<file path="src/rtl/sauria_addr_pkg.sv">
// SAURIA address map: region table, region index type and router ID tag.
package sauria_addr_pkg;

  localparam int NUM_REGIONS = 8;

  typedef logic [$clog2(NUM_REGIONS)-1:0] region_idx_t;

  // Region order: REGS, CON, ACT, WEI, OUT, SRAMA, SRAMB, SRAMC.
  localparam logic [31:0] DEF_REGION_BASE [NUM_REGIONS] = '{
    32'h0000_0000, 32'h0000_0200, 32'h0000_0400, 32'h0000_0600,
    32'h0000_0800, 32'h0001_0000, 32'h0002_0000, 32'h0003_0000
  };

  localparam logic [31:0] DEF_REGION_MASK [NUM_REGIONS] = '{
    32'h000F_FE00, 32'h000F_FE00, 32'h000F_FE00, 32'h000F_FE00,
    32'h000F_FE00, 32'h000F_0000, 32'h000F_0000, 32'h000F_0000
  };

  typedef struct packed {
    logic        miss;
    region_idx_t idx;
  } tgt_id_t;

endpackage

</file>
<file path="src/rtl/sauria_id_fifo.sv">
// Synchronous FIFO holding the ordering tags of outstanding transactions.
module sauria_id_fifo #(
  parameter int WIDTH = 4,
  parameter int DEPTH = 4
) (
  input  logic                       i_clk,
  input  logic                       i_rst,
  input  logic                       i_push,
  input  logic [WIDTH-1:0]           i_wdata,
  input  logic                       i_pop,
  output logic [WIDTH-1:0]           o_rdata,
  output logic                       o_full,
  output logic                       o_empty,
  output logic [$clog2(DEPTH+1)-1:0] o_count
);
  localparam int PW = $clog2(DEPTH);
  localparam int CW = $clog2(DEPTH+1);

  logic [WIDTH-1:0] r_mem [DEPTH];
  logic [PW-1:0]    r_wptr, r_rptr;
  logic [CW-1:0]    r_count;
  logic             w_push, w_pop;

  assign w_push  = i_push & ~o_full;
  assign w_pop   = i_pop & ~o_empty;
  assign o_full  = (r_count == CW'(DEPTH));
  assign o_empty = (r_count == '0);
  assign o_count = r_count;
  assign o_rdata = r_mem[r_rptr];

  // Storage: written at the tail on push, no reset needed.
  always_ff @(posedge i_clk) begin
    if (w_push) r_mem[r_wptr] <= i_wdata;
  end

  // Pointers wrap naturally since DEPTH is a power of two.
  always_ff @(posedge i_clk or posedge i_rst) begin
    if (i_rst) begin
      r_wptr  <= '0;
      r_rptr  <= '0;
      r_count <= '0;
    end else begin
      if (w_push) r_wptr <= PW'(r_wptr + 1'b1);
      if (w_pop)  r_rptr <= PW'(r_rptr + 1'b1);
      case ({w_push, w_pop})
        2'b10:   r_count <= CW'(r_count + 1'b1);
        2'b01:   r_count <= CW'(r_count - 1'b1);
        default: r_count <= r_count;
      endcase
    end
  end

endmodule

</file>
<file path="src/rtl/sauria_addr_router.sv">
// Decodes host requests onto NUM_TGT regions and returns responses in order.
module sauria_addr_router
  import sauria_addr_pkg::*;
#(
  parameter int ADDR_W  = 32,
  parameter int DATA_W  = 32,
  parameter int NUM_TGT = NUM_REGIONS,
  parameter int MAX_OUT = 4,
  parameter logic [ADDR_W-1:0] REGION_BASE [NUM_TGT] = DEF_REGION_BASE,
  parameter logic [ADDR_W-1:0] REGION_MASK [NUM_TGT] = DEF_REGION_MASK
) (
  input  logic                         i_clk,
  input  logic                         i_rst,
  input  logic                         i_req_valid,
  output logic                         o_req_ready,
  input  logic [ADDR_W-1:0]            i_req_addr,
  input  logic                         i_req_we,
  input  logic [DATA_W-1:0]            i_req_wdata,
  input  logic [DATA_W/8-1:0]          i_req_be,
  output logic [NUM_TGT-1:0]           o_tgt_valid,
  input  logic [NUM_TGT-1:0]           i_tgt_ready,
  output logic [ADDR_W-1:0]            o_tgt_addr,
  output logic                         o_tgt_we,
  output logic [DATA_W-1:0]            o_tgt_wdata,
  output logic [DATA_W/8-1:0]          o_tgt_be,
  input  logic [NUM_TGT-1:0]           i_tgt_rvalid,
  input  logic [NUM_TGT*DATA_W-1:0]    i_tgt_rdata,
  output logic                         o_rsp_valid,
  output logic [DATA_W-1:0]            o_rsp_rdata,
  output logic                         o_rsp_err,
  output logic                         o_proto_err,
  output logic [$clog2(MAX_OUT+1)-1:0] o_outstanding
);
  localparam int IDX_W = (NUM_TGT > 1) ? $clog2(NUM_TGT) : 1;

  // Tag kept per outstanding transaction; we forces read data to zero.
  typedef struct packed {
    logic             we;
    logic             miss;
    logic [IDX_W-1:0] idx;
  } ent_t;

  logic [NUM_TGT-1:0]             w_hit, w_expect;
  logic [IDX_W-1:0]               w_sel;
  logic                           w_miss, w_full, w_empty, w_fwd, w_ready, w_push, w_pop;
  ent_t                           w_push_ent, w_head;
  logic [$bits(ent_t)-1:0]        w_head_bits;
  logic [NUM_TGT-1:0][DATA_W-1:0] w_rdata;
  logic                           r_rsp_valid, r_rsp_err, r_proto_err;
  logic [DATA_W-1:0]              r_rsp_rdata;

  assign w_rdata = i_tgt_rdata;
  assign w_head  = w_head_bits;

  // Per-target region match, valid steering and expected-response mask.
  for (genvar g = 0; g < NUM_TGT; g++) begin : g_tgt
    assign w_hit[g]       = ((i_req_addr & REGION_MASK[g]) == REGION_BASE[g]);
    assign o_tgt_valid[g] = w_fwd & (w_sel == IDX_W'(g));
    assign w_expect[g]    = ~w_empty & ~w_head.miss & (w_head.idx == IDX_W'(g));
  end

  // Priority select: lowest-index matching region wins.
  always_comb begin
    w_sel  = '0;
    w_miss = 1'b1;
    for (int i = NUM_TGT - 1; i >= 0; i--) begin
      if (w_hit[i]) begin
        w_sel  = IDX_W'(i);
        w_miss = 1'b0;
      end
    end
  end

  // Misses are never forwarded; they only occupy an ordering slot.
  assign w_fwd       = ~i_rst & i_req_valid & ~w_full & ~w_miss;
  assign w_ready     = ~i_rst & ~w_full & (w_miss | i_tgt_ready[w_sel]);
  assign o_req_ready = w_ready;
  assign w_push      = i_req_valid & w_ready;
  assign w_push_ent  = '{we: i_req_we, miss: w_miss, idx: w_sel};

  assign o_tgt_addr  = i_req_addr & ~REGION_MASK[w_sel];
  assign o_tgt_we    = i_req_we;
  assign o_tgt_wdata = i_req_wdata;
  assign o_tgt_be    = i_req_be;

  // Head retires on its target's rvalid, or unconditionally if it is a miss.
  assign w_pop = ~w_empty & (w_head.miss | i_tgt_rvalid[w_head.idx]);

  sauria_id_fifo #(
    .WIDTH ($bits(ent_t)),
    .DEPTH (MAX_OUT)
  ) u_id_fifo (
    .i_clk   (i_clk),
    .i_rst   (i_rst),
    .i_push  (w_push),
    .i_wdata (w_push_ent),
    .i_pop   (w_pop),
    .o_rdata (w_head_bits),
    .o_full  (w_full),
    .o_empty (w_empty),
    .o_count (o_outstanding)
  );

  // Registered response plus sticky flag for any unexpected rvalid.
  always_ff @(posedge i_clk or posedge i_rst) begin
    if (i_rst) begin
      r_rsp_valid <= 1'b0;
      r_rsp_err   <= 1'b0;
      r_rsp_rdata <= '0;
      r_proto_err <= 1'b0;
    end else begin
      r_rsp_valid <= w_pop;
      r_rsp_err   <= w_pop & w_head.miss;
      r_rsp_rdata <= (w_pop && !w_head.miss && !w_head.we) ? w_rdata[w_head.idx] : '0;
      if (|(i_tgt_rvalid & ~w_expect)) r_proto_err <= 1'b1;
    end
  end

  assign o_rsp_valid = r_rsp_valid;
  assign o_rsp_rdata = r_rsp_rdata;
  assign o_rsp_err   = r_rsp_err;
  assign o_proto_err = r_proto_err;

endmodule

</file>
<file path="config.mk">
export PLATFORM = sky130hd
export DESIGN_NAME = sauria_addr_router
export DESIGN_NICKNAME = d
export VERILOG_FILES = /design/src/rtl/sauria_addr_pkg.sv /design/src/rtl/sauria_id_fifo.sv /design/src/rtl/sauria_addr_router.sv
export SDC_FILE = /design/constraint.sdc
export NUM_CORES = 1
export LEC_CHECK = 0
export CAP_MARGIN = 40
export CELL_PAD_IN_SITES_DETAIL_PLACEMENT = 1
export CELL_PAD_IN_SITES_GLOBAL_PLACEMENT = 2
export CORE_MARGIN = 5
export CORE_UTILIZATION = 19
export CTS_BUF_LIST = sky130_fd_sc_hd__clkbuf_4 sky130_fd_sc_hd__clkbuf_8 sky130_fd_sc_hd__clkbuf_16
export DETAILED_ROUTE_END_ITERATION = 6
export PLACE_DENSITY_LB_ADDON = 0.25
export SLEW_MARGIN = 20
export SYNTH_ARGS = -nofsm -noshare
export SYNTH_HDL_FRONTEND = slang
export SYNTH_SLANG_ARGS = --single-unit
</file>
<file path="constraint.sdc">
create_clock -name i_clk -period 5.55 [get_ports i_clk]
set_clock_uncertainty 0.1 [all_clocks]
set_input_delay 1.3875 -clock i_clk [delete_from_list [all_inputs] [get_ports i_clk]]
set_output_delay 1.3875 -clock i_clk [all_outputs]
set_load 0.05 [all_outputs]
</file>
# After elaboration in Yosys (flattened, before gate mapping)
# Memory sizes are Yosys's and may differ from the RTL's.
# Cells that the tools add are included.
[totals]
register_bits = 42
ramBits = 20
rom_bits = 256
out_inout_bits = 116
elab_cells = 117
memories = 2
[memory_table]
columns = ["name", "depth", "width", "rd", "rd_ports_with_merged_regs", "wr", "line", "text"]
rows = [
  ["(no name shown)", 8, 32, 1, 0, 0, "sauria_addr_router.sv:81", "assign o_tgt_addr = i_req_addr & ~REGION_MASK[w_sel];"],
  ["u_id_fifo.r_mem", 4, 5, 1, 0, 1, "sauria_id_fifo.sv:19", "logic [WIDTH-1:0] r_mem [DEPTH];"],
]
[classes]
add_sub_neg = 4
n_lt_le_gt_ge = 3
n_eq_ne = 24
mux = 28
bitwise = 39
reduce_logical = 10
[op_table]
columns = ["cell", "count"]
rows = [
  ["two-way mux 32 bit", 4],
  ["binary-select mux 32 bit (select 3 bit)", 1],
  ["AND 32 bit", 1],
  ["logical NOT 32 bit", 1],
  ["inverter 32 bit", 1],
  ["AND 1 bit", 27],
  ["== test 3 bit (second input constant)", 9],
  ["two-way mux 3 bit", 8],
  ["== test 11 x 2 -> 1 bit (second input constant)", 2],
  ["== test 3 x 2 -> 1 bit (second input constant)", 4],
  ["two-way mux 1 bit", 12],
  ["== test 11 x 1 -> 1 bit (second input constant)", 1],
  ["== test 11 x 3 -> 1 bit (second input constant)", 1],
  ["logical NOT 3 bit", 3],
  ["AND 8 bit", 1],
  ["== test 4 x 2 -> 1 bit (second input constant)", 2],
  ["less-than comparator 3 x 4 -> 1 bit (second input constant)", 2],
  ["inverter 8 bit", 1],
  ["OR reduction 8 bit", 1],
  ["binary-select mux 1 bit (select 3 bit)", 2],
  ["== test 3 x 1 -> 1 bit (second input constant)", 2],
  ["case mux 3 bit (2 select lines)", 1],
  ["inverter 1 bit", 5],
  ["adder 2 x 1 -> 2 bit (second input constant)", 2],
  ["11 further kinds", 14],
]

# Depth between registers and ports, before layout
# Gate-level depths: netlist of the first run.
[depth]
ltp_word = 17
ltp_mapped = 13
depth_no_buf = 13

# Modules after synthesis
# A second synthesis of the first run with hierarchy kept.
[unflattened]
hier_cells = 408
area_unflattened_um2 = 5091.1
[by_module_without_submodules]
columns = ["mod", "n_inst", "cells_per_inst", "area_per_inst_um2", "seq_area_each_um2"]
rows = [
  ["sauria_addr_router", 1, 343, 3922.5, 875.8],
  ["sauria_id_fifo", 1, 65, 1168.6, 775.7],
]

# Worst setup path after synthesis of the first run
# OpenSTA, ideal clock, no wires.
[synth_path]
path_kind = "input port to output port"
from = "input i_req_addr[12]"
to = "output o_req_ready"
t_arrival_ns = 3.813
path_slack_ns = 0.250
path_stages = 7
n_path_buf = 0
cell_sequence = "nor4_4 > a31o_2 > nand2_1 > inv_1 > mux2i_1 > a2bb2oi_2 > a211oi_1"
[synth_between]
elab_chain_cells = 10
[synth_lines]
columns = ["item", "line", "text"]
rows = [
  ["from (decl)", "sauria_addr_router.sv:16", "input logic [ADDR_W-1:0] i_req_addr,"],
  ["== test 11 x 3 -> 1 bit", "sauria_addr_router.sv:57", "assign w_hit[g] = ((i_req_addr & REGION_MASK[g]) == REGION_BASE[g]);"],
  ["two-way mux 3 bit (4 in a row)", "sauria_addr_router.sv:67", "if (w_hit[i]) begin"],
  ["two-way mux 3 bit (*)", "sauria_addr_router.sv:67", ""],
  ["net u_id_fifo.i_wdata[1]", "sauria_id_fifo.sv:9", "input logic [WIDTH-1:0] i_wdata,"],
  ["binary-select mux 1 bit (select 3 bit) (*)", "sauria_addr_router.sv:76", "assign w_ready = ~i_rst & ~w_full & (w_miss | i_tgt_ready[w_sel]);"],
  ["two-way mux 1 bit (implied by the code) (*)", "sauria_addr_router.sv:76", ""],
  ["OR 1 bit (*)", "sauria_addr_router.sv:76", ""],
  ["AND 1 bit (*)", "sauria_addr_router.sv:76", ""],
  ["to (decl)", "sauria_addr_router.sv:15", "output logic o_req_ready,"],
]
# The timed path passes the listed nets; every way through them passes the cells marked *. The select of a mux whose other input is x is not followed.

# Worst setup path in the final report of the first run
[layout_path]
from = "input i_req_addr[12]"
to = "output o_tgt_valid[7]"
[layout_between]
elab_chain_cells = 9
[layout_lines]
columns = ["item", "line", "text"]
rows = [
  ["== test 11 x 3 -> 1 bit", "sauria_addr_router.sv:57", ""],
  ["two-way mux 1 bit (5 in a row)", "sauria_addr_router.sv:67", ""],
  ["inverter 1 bit", "sauria_addr_router.sv:75", "assign w_fwd = ~i_rst & i_req_valid & ~w_full & ~w_miss;"],
  ["AND 1 bit", "sauria_addr_router.sv:75", ""],
  ["AND 1 bit (*)", "sauria_addr_router.sv:58", "assign o_tgt_valid[g] = w_fwd & (w_sel == IDX_W'(g));"],
  ["to (decl)", "sauria_addr_router.sv:20", "output logic [NUM_TGT-1:0] o_tgt_valid,"],
]
# Mark *: on every way between the ends. The rest lies on a longest branch, timed or not.

==> results of run 1 <==
-- stage by stage --
| step | std cells | util (%) | power [uW] |
|---|---|---|---|
| final | 1117 | 32.7 | 4010 |
| after global routing | 1116 | 32.7 | 4260 |
| after CTS | 1112 | 32.6 | 4100 |
| after detailed placement | 1096 | 31.6 | 3530 |
| after global placement | 1092 | 31.3 | 3430 |
| after floorplan | 462 | - | 2700 |
-- logic make-up after synthesis --
group,after synthesis,share of synthesized area (%)
simple gates,133,11.9
buf+inv,107,13.1
mux,78,31.1
compound gates,67,10.4
flops,62,31.1
fa+ha+maj,6,1.55
xor+xnor,5,0.824
other cells,1,0.0706
-- sequential cells by signal, indices dropped and copies added (netlist names) --
register,cells
o_proto_err,1
u_id_fifo.o_count,3
o_rsp_rdata,32
u_id_fifo.r_mem,20
u_id_fifo.r_wptr,2
o_rsp_valid,1
u_id_fifo.r_rptr,2
o_rsp_err,1
-- worst register-to-register path: stages, from the launching register on --
cell      delay [ps]
dfrtp_1          710
mux4_4          1030
mux2i_1          210
o21ai_1          190
a211oi_2         120
nor2_1           240
ha_1             240
inv_1             60
fa_1             380
xor2_1           150
nor2_1           110
xor2_1           150
-- synthesized netlist by cell type (2+ instances only) --
cell type,number,area [um2]
nand2_1,69,259
mux4_2,67,1510
buf_4,65,488
dfrtp_1,42,1050
a21oi_2,30,263
edfxtp_1,20,601
nor2_1,19,71.3
clkbuf_1,13,48.8
inv_1,12,45.0
buf_2,11,55.1
and2_1,10,62.6
mux2i_1,8,80.1
nor3b_1,7,52.6
nor3_1,6,30.0
buf_6,5,56.3
ha_1,5,62.6
a21oi_1,4,20.0
nand2b_1,4,25.0
xor2_1,4,35.0
a31oi_1,3,18.8
nand3_1,3,15.0
nor4_1,3,18.8
o21ai_0,3,15.0
or2_2,3,18.8
a211o_1,2,17.5
a211oi_1,2,15.0
a21o_1,2,15.0
a311o_1,2,20.0
a31o_2,2,17.5
mux4_1,2,52.6
nand4_1,2,12.5
nor2b_1,2,12.5
o2111ai_1,2,17.5
o21ai_1,2,10.0
o311ai_0,2,17.5
or3_1,2,12.5
-- path summary, 6_finish.rpt --
| check | cells past startpoint | start | endpoint | slack, ps |
|---|---|---|---|---|
| setup / recovery | 7 | i_req_addr[12] | o_tgt_valid[7] | 210 |
| hold / removal | 2 | o_proto_err | o_proto_err | 420 |
| setup reg to reg | 11 | u_id_fifo.r_rptr[0] | u_id_fifo.o_count[2] | 1780 |
| hold reg to reg | 2 | o_proto_err | o_proto_err | 420 |
| max in group asynchronous | 3 | i_rst | o_rsp_rdata[3] | 3490 |
| min in group asynchronous | 2 | i_rst | u_id_fifo.r_wptr[0] | 1340 |
-- cell type report --
class / instances / share of cell area [%]
timing repair buffer: 354 / 39.8
tap: 378 / 5.22
antenna: 2 / 0.0553
clock buffer: 9 / 2.49
multi-input combinational: 293 / 33.0
sequential: 62 / 18.2
inverter: 12 / 0.497
clock inverter: 7 / 0.622
-- metal layers --
layer / global-route usage, % / up-vias
li1: - / 2201
met5: 0 / -
met2: 28.0 / 216
met4: 5.32 / 6
met3: 4.51 / 61
met1: 18.0 / 2481
-- power by group through the flow --
stage	clock, uW	combinational (uW)	sequential (uW)
floorplan	0	1610	1090
global placement	0	2710	725
detailed placement	0	2800	735
CTS	559	2810	727
global route	579	2940	740
finish	537	2750	723
==> flow_metrics.env, run 1 <==
export IMPL_place_port_buffers=341
export IMPL_dp_hpwl_mm=21.5
export IMPL_hold_viol=0
export IMPL_clock_path_buffers=2
export IMPL_p_sw_share_pct=46.8
export IMPL_synth_cells=459
export IMPL_grt_pass1_wl_mm=36.7
export IMPL_maxSlewViolCount=0
export IMPL_worst_pin_slew_ps=777
export IMPL_overflow=0
export IMPL_drcViolationCount=0
export IMPL_critPathTopFamily="simple AND/OR/NAND/NOR gates"
export IMPL_ir_worst_vdd_mv=0.186
export IMPL_critPathLaunchType="input port"
export IMPL_seqCellArea_um2=1650
export IMPL_initialDrtViolationCount=217
export IMPL_layout_commonest_cell="clkdlybuf4s50_1"
export IMPL_wl_met2_mm=13.2
export IMPL_hold_slack_ps=423
export IMPL_slowest_stage="nor4_4"
export IMPL_top_layer="met5"
export IMPL_setup_tns_ps=0
export IMPL_fin_crit_sh_pct=96.2
export IMPL_die_y_um=177
export IMPL_die_area_um2=31400
export IMPL_setup_ws_ps=210
export IMPL_crit_required_ps=4060
export IMPL_ios=460
export IMPL_pwr_share_comb_pct=68.6
export IMPL_cts_buffers=9
export IMPL_area_growth_pct=70.4
export IMPL_async_reset_ff_share_pct=67.7
export IMPL_power_share_clock_pct=13.4
export IMPL_syn_area_um2=5320
export IMPL_yosys_warnings=0
export IMPL_path_clk_slew_ps=60
export IMPL_synth_flop_cell="dfrtp_1"
export IMPL_critPathBufInv=2
export IMPL_placed_area_um2=8750
export IMPL_final_antenna_net_count=0
export IMPL_cts_hold_buf=0
export IMPL_multiInputGateArea_um2=2990
export IMPL_cp_cell_sequence="clkdlybuf4s50_1 > nor4_4 > a311o_1 > and2_1 > nand2b_1 > nor3b_1 > buf_12"
export IMPL_synth_edf_count=20
export IMPL_power_density_nw_per_um2=443
export IMPL_met3_wirelength_mm=2.08
export IMPL_die_x_um=177
export IMPL_cts_resized_gates=0
export IMPL_internal_power_uw=2140
export IMPL_drive_above_1_share_pct=20.2
export IMPL_status="finished clean"
export IMPL_syn_mean_instance_area_um2=11.6
export IMPL_end_kind="output port"
export IMPL_grt_max_degree=51
export IMPL_grt_pass1_vias=5507
export IMPL_path_class="input port to output port"
export IMPL_final_cell_area_um2=9060
export IMPL_cts_tree="yes"
export IMPL_cts_sinks=62
export IMPL_ys_seq_area_share_pct=31.1
export IMPL_p_switching_uw=1880
export IMPL_final_cell_mix="clkdlybuf4s50_1, nand2_1, mux4_2"
export IMPL_fin_crit_ps=5340
export IMPL_htree_levels=3
export IMPL_synth_cell_types=55
export IMPL_antenna_found_initial=5
export IMPL_post_cts_buffers=0
export IMPL_via_per_inst=4.44
export IMPL_cts_root_buffer="clkbuf_16"
export IMPL_core_area_um2=27700
export IMPL_routabilityCongestion=0.788
export IMPL_nets=1082
export IMPL_wire_per_inst_um=23.1
export IMPL_start_util_pct=19.2
export IMPL_cpPeakStageDelay_ps=540
export IMPL_dr_pass1_iters=4
export IMPL_place_ws_ps=214
export IMPL_rsz0062_at_grt="false"
export IMPL_p_seq_share_pct=18.0
export IMPL_slew_limit_headroom_pct=48.1
export IMPL_track_usage_pct=15.7
export IMPL_worstPathMaxFanout=10
export IMPL_holdCritPathClass="flop to flop"
export IMPL_drt_total_wl_mm=25.9
export IMPL_num_vias=4965
export IMPL_nFillCells=3070
export IMPL_cap_violations=0
export IMPL_rows=61
export IMPL_wl_met1_mm=9.84
export IMPL_cp_arrival_ps=3850
export IMPL_clkLatencyLatePin_ps=340
export IMPL_max_freq_ghz=0.187
export IMPL_leakagePower_uw=0.00331
export IMPL_setup_viol=0
export IMPL_synth_seq_cells=62
Note: power is estimated with default switching activity, not from simulation.
==> run 2: changes to the inputs <==
CELL_PAD_IN_SITES_DETAIL_PLACEMENT = default   (was 1)
CELL_PAD_IN_SITES_GLOBAL_PLACEMENT = default   (was 2)
CORE_AREA = 5 5 177 179   (was default)
CORE_MARGIN = default   (was 5)
CORE_UTILIZATION = default   (was 19)
DIE_AREA = 0 0 182 184   (was default)
==> run 2 against run 1 <==
Against the previous run: clock power increased by 11%; die area is 6.6% higher; first-iteration DRC count down 6.0%; sequential share of layout area is the same; largest cell class unchanged; design area unchanged.
==> flow_metrics.env, run 2 (synthesis gave the netlist of run 1 again) <==
export IMPL_ios=460
export IMPL_via_per_inst=4.40
export IMPL_post_cts_buffers=0
export IMPL_ir_worst_vdd_mv=0.167
export IMPL_rsz0062_at_grt="false"
export IMPL_grt_util_met2_pct=25.7
export IMPL_track_usage_pct=14.2
export IMPL_p_total_uw=3980
export IMPL_die_area_um2=33500
export IMPL_num_vias=4976
export IMPL_worstPathMaxFanout=10
export IMPL_status="finished clean"
export IMPL_grt_max_degree=45
export IMPL_final_cell_mix="clkdlybuf4s50_1, nand2_1, mux4_2"
export IMPL_path_class="input port to output port"
export IMPL_start_util_pct=18.1
export IMPL_htree_levels=3
export IMPL_slew_limit_headroom_pct=49.1
export IMPL_worst_pin_slew_ps=763
export IMPL_fin_crit_sh_pct=94.9
export IMPL_path_clk_slew_ps=60
export IMPL_leakagePower_uw=0.00330
export IMPL_critPathLaunchType="input port"
export IMPL_core_area_um2=29400
export IMPL_p_seq_share_pct=18.0
export IMPL_cts_hold_buf=0
export IMPL_power_density_nw_per_um2=440
export IMPL_maxSlewViolCount=0
export IMPL_area_growth_pct=70.4
export IMPL_dr_pass1_iters=4
export IMPL_die_y_um=184
export IMPL_cp_arrival_ps=3780
export IMPL_initialDrtViolationCount=204
export IMPL_cts_resized_gates=0
export IMPL_setup_viol=0
export IMPL_overflow=0
export IMPL_dp_hpwl_mm=20.1
export IMPL_grt_pass1_vias=5408
export IMPL_end_kind="output port"
export IMPL_cap_violations=0
export IMPL_nets=1083
export IMPL_cts_sinks=62
export IMPL_rows=63
export IMPL_cts_buffers=9
export IMPL_crit_required_ps=4060
export IMPL_use_met1_pct=15.9
export IMPL_setup_tns_ps=0
export IMPL_place_port_buffers=341
export IMPL_final_antenna_net_count=0
export IMPL_drcViolationCount=0
export IMPL_power_share_clock_pct=15.0
export IMPL_largest_register_ffs=32
export IMPL_drt_total_wl_mm=25.2
export IMPL_holdCritPathClass="flop to flop"
export IMPL_p_sw_share_pct=46.0
export IMPL_routabilityCongestion=0.822
export IMPL_pwr_share_comb_pct=67.0
export IMPL_grt_busiest_layer="met2"
export IMPL_die_x_um=182
export IMPL_cts_tree="yes"
export IMPL_wire_per_inst_um=22.3
export IMPL_grt_pass1_wl_mm=35.7
export IMPL_hold_slack_ps=429
export IMPL_internal_power_uw=2150
export IMPL_max_freq_ghz=0.190
export IMPL_fin_crit_ps=5270
export IMPL_clock_path_buffers=2
export IMPL_antenna_found_initial=3
export IMPL_layout_commonest_cell="clkdlybuf4s50_1"
export IMPL_cts_root_buffer="clkbuf_16"
export IMPL_hold_viol=0
export IMPL_use_met3_pct=4.51
export IMPL_p_switching_uw=1830
export IMPL_drive_above_1_share_pct=20.5
export IMPL_clkLatencyLatePin_ps=330
==> run 2: stage by stage <==
step                setup slack (ps)  util [%]  area [um2]  instances
finish                           285      30.8        9060       1130
global route                     120      30.8        9050       1129
CTS                              285      30.8        9050       1128
detailed placement               291      29.7        8750       1112
global placement                 282      29.6        8710       1109
floorplan                        250         -        5330        462
==> run 2: final timing paths <==
check | startpoint | end | slack (ps) | depth (start not counted)
worst min-delay path | o_proto_err | o_proto_err | 430 | 2
worst min register to register | o_proto_err | o_proto_err | 430 | 2
max in group asynchronous | i_rst | o_rsp_rdata[14] | 3390 | 3
worst max-delay path | i_req_addr[12] | o_tgt_valid[7] | 280 | 7
worst max register to register | u_id_fifo.r_rptr[0] | u_id_fifo.o_count[2] | 1630 | 11
min in group asynchronous | i_rst | u_id_fifo.o_count[2] | 1490 | 3
==> run 2: critical path: stages <==
cell and delay (ps):
clkdlybuf4s50_1 460, nor4_4 510, a311o_1 290, and2_1 380, nand2b_1 180, nor3b_1 370, buf_12 190
==> run 2: final cells by class <==
type	instances	area, um2
diodes	2	5.00
clock buffers	9	225
clock inverters	7	80.1
fillers	2981	20300
inverters	12	45.0
multi-input cells	293	2990
flip-flops and latches	62	1650
well taps	390	488
repair buffers	355	3570
==> run 2: power groups by stage <==
stage	clock network (uW)	registers (uW)	logic [uW]
6_report	597	718	2670
5_1_grt	642	738	2870
4_1_cts	618	722	2740
3_5_place_dp	0	730	2730
3_3_place_gp	0	729	2710
2_1_floorplan	0	1090	1610
==> run 2: routing by layer <==
| metal | up-vias | share of wire [%] |
|---|---|---|
| li1 | 2200 | - |
| met1 | 2453 | 37 |
| met2 | 253 | 52 |
| met3 | 68 | 8.1 |
| met4 | 2 | 2.7 |
| met5 | - | 0.052 |
==> run 3: changes to the inputs <==
DONT_BUFFER_PORTS = 1   (was default)
==> run 3 against run 2 <==
Against the previous run: first-iteration DRC count is 3.4% higher; critical endpoint is now o_req_ready; core utilization is 11 points lower; global-route usage is 2.7 points lower; combinational power is 32% lower; count of clock-buffer cells in the layout is 1 higher; highest routed layer unchanged; worst setup slack better by 170 ps; clock power is 6.7% lower; worst hold slack better by 120 ps; sequential share of layout area is 11 points higher.
==> flow_metrics.env, run 3 (synthesis gave the netlist of run 1 again) <==
export IMPL_cts_sinks=62
export IMPL_die_area_um2=33500
export IMPL_final_cell_mix="nand2_1, mux4_2, dfrtp_1"
export IMPL_drcViolationCount=0
export IMPL_antenna_found_initial=9
export IMPL_overflow=0
export IMPL_via_per_inst=4.62
export IMPL_area_growth_pct=7.84
export IMPL_hold_start="u_id_fifo.r_wptr[0]"
export IMPL_path_class="input port to output port"
export IMPL_placed_cells_incl_taps=778
export IMPL_p_switching_uw=1740
export IMPL_max_freq_ghz=0.196
export IMPL_hold_viol=0
export IMPL_wire_per_inst_um=26.1
export IMPL_place_port_buffers=0
export IMPL_power_density_nw_per_um2=617
export IMPL_whs_endpoint="u_id_fifo.r_wptr[0]"
export IMPL_reg2reg_to="u_id_fifo.o_count[2]"
export IMPL_ios=460
export IMPL_cp_arrival_ps=3610
export IMPL_status="finished clean"
export IMPL_final_antenna_net_count=0
export IMPL_r2r_cells=11
export IMPL_cts_resized_gates=0
export IMPL_multiInputGateArea_um2=3010
export IMPL_path_clk_slew_ps=60
export IMPL_grt_pass1_wl_mm=28.7
export IMPL_post_cts_buffers=0
export IMPL_start_util_pct=18.1
export IMPL_drive_above_1_share_pct=38.0
export IMPL_maxSlewViolCount=0
export IMPL_reg2reg_from="u_id_fifo.r_rptr[0]"
export IMPL_nets=750
export IMPL_hold_path_depth=2
export IMPL_pwr_share_comb_pct=51.4
export IMPL_clkLatencyLatePin_ps=330
export IMPL_r2r_slack_ps=1590
export IMPL_cts_tree="yes"
export IMPL_die_x_um=182
export IMPL_power_share_clock_pct=15.8
export IMPL_holdCritPathClass="flop to flop"
export IMPL_setup_viol=0
export IMPL_worstPathMaxFanout=9
export IMPL_cts_buffers=9
export IMPL_placed_area_um2=5400
export IMPL_p_seq_share_pct=32.9
export IMPL_initialDrtViolationCount=211
export IMPL_setup_tns_ps=0
export IMPL_fin_crit_sh_pct=91.9
export IMPL_rows=63
export IMPL_routabilityCongestion=0.863
export IMPL_grt_max_degree=72
export IMPL_leakagePower_uw=0.00202
export IMPL_htree_levels=3
export IMPL_drt_total_wl_mm=20.9
export IMPL_rsz0062_at_grt="false"
export IMPL_ir_worst_vdd_mv=0.186
export IMPL_end_kind="output port"
export IMPL_die_y_um=184
export IMPL_seqCellArea_um2=1650
export IMPL_cap_violations=0
export IMPL_p_sw_share_pct=49.2
export IMPL_dr_pass1_iters=4
export IMPL_cts_hold_buf=0
export IMPL_clock_path_buffers=2
export IMPL_nFillCells=3132
export IMPL_crit_required_ps=4060
export IMPL_dp_hpwl_mm=17.2
export IMPL_slew_limit_headroom_pct=48.8
export IMPL_cts_root_buffer="clkbuf_16"
export IMPL_critPathLaunchType="input port"
export IMPL_core_area_um2=29400
export IMPL_num_vias=3712
export IMPL_final_cell_area_um2=5730
export IMPL_grt_pass1_vias=4047
export IMPL_layout_commonest_cell="nand2_1"
export IMPL_internal_power_uw=1800
export IMPL_track_usage_pct=11.5
export IMPL_fin_crit_ps=5100
export IMPL_worst_pin_slew_ps=768
export IMPL_largest_register_ffs=32
export IMPL_final_cells=803
run 3: cell type report:
cell class | count | share of cell area, %
Multi-Input combinational cell | 293 | 52.5
Sequential cell | 62 | 28.8
Tap cell | 390 | 8.51
Clock buffer | 10 | 4.17
Timing Repair Buffer | 22 | 4.10
Clock inverter | 6 | 0.786
Inverter | 12 | 0.786
Antenna cell | 8 | 0.349
run 3: worst max path at each step:
| stage | from | to | cells after the start |
|---|---|---|---|
| 6_report | i_req_addr[12] | o_req_ready | 8 |
| 5_1_grt | i_req_addr[12] | o_req_ready | 8 |
| 4_1_cts | i_req_addr[12] | o_req_ready | 8 |
| 3_5_place_dp | i_req_addr[12] | o_req_ready | 8 |
| 3_3_place_gp | i_req_addr[12] | o_req_ready | 8 |
| 2_1_floorplan | i_req_addr[12] | o_req_ready | 7 |
run 3: worst max-delay path, cell delays in order:
cell	delay, ps
nor4_4	460
a31o_2	260
nand2_1	160
inv_1	280
mux2i_1	370
a2bb2oi_2	370
a211oi_2	90
buf_4	220
run 3: routing by layer:
metal	GRT usage [%]	up-vias	share of wire [%]
li1	-	1540	-
met5	0	-	0.12
met2	20.7	241	53
met1	11.6	1842	34
met3	4.49	85	9.5
met4	5.85	4	4.0
run 3: power groups by stage:
| stage | clock network [uW] | registers (uW) | logic (uW) |
|---|---|---|---|
| CTS | 585 | 1170 | 1840 |
| detailed placement | 0 | 1180 | 1830 |
| finish | 557 | 1160 | 1820 |
| global placement | 0 | 1180 | 1710 |
| global route | 598 | 1180 | 1980 |
| floorplan | 0 | 1090 | 1610 |
run 3: metrics by stage:
step           power, uW  setup WS (ps)  utilization, %  hold WS, ps
3_5_place_dp        3010            459            18.4          560
5_1_grt             3760            297            19.5          589
2_1_floorplan       2700            250               -          479
4_1_cts             3590            454            19.3          569
3_3_place_gp        2890            591            18.0          551
6_report            3530            450            19.5          552
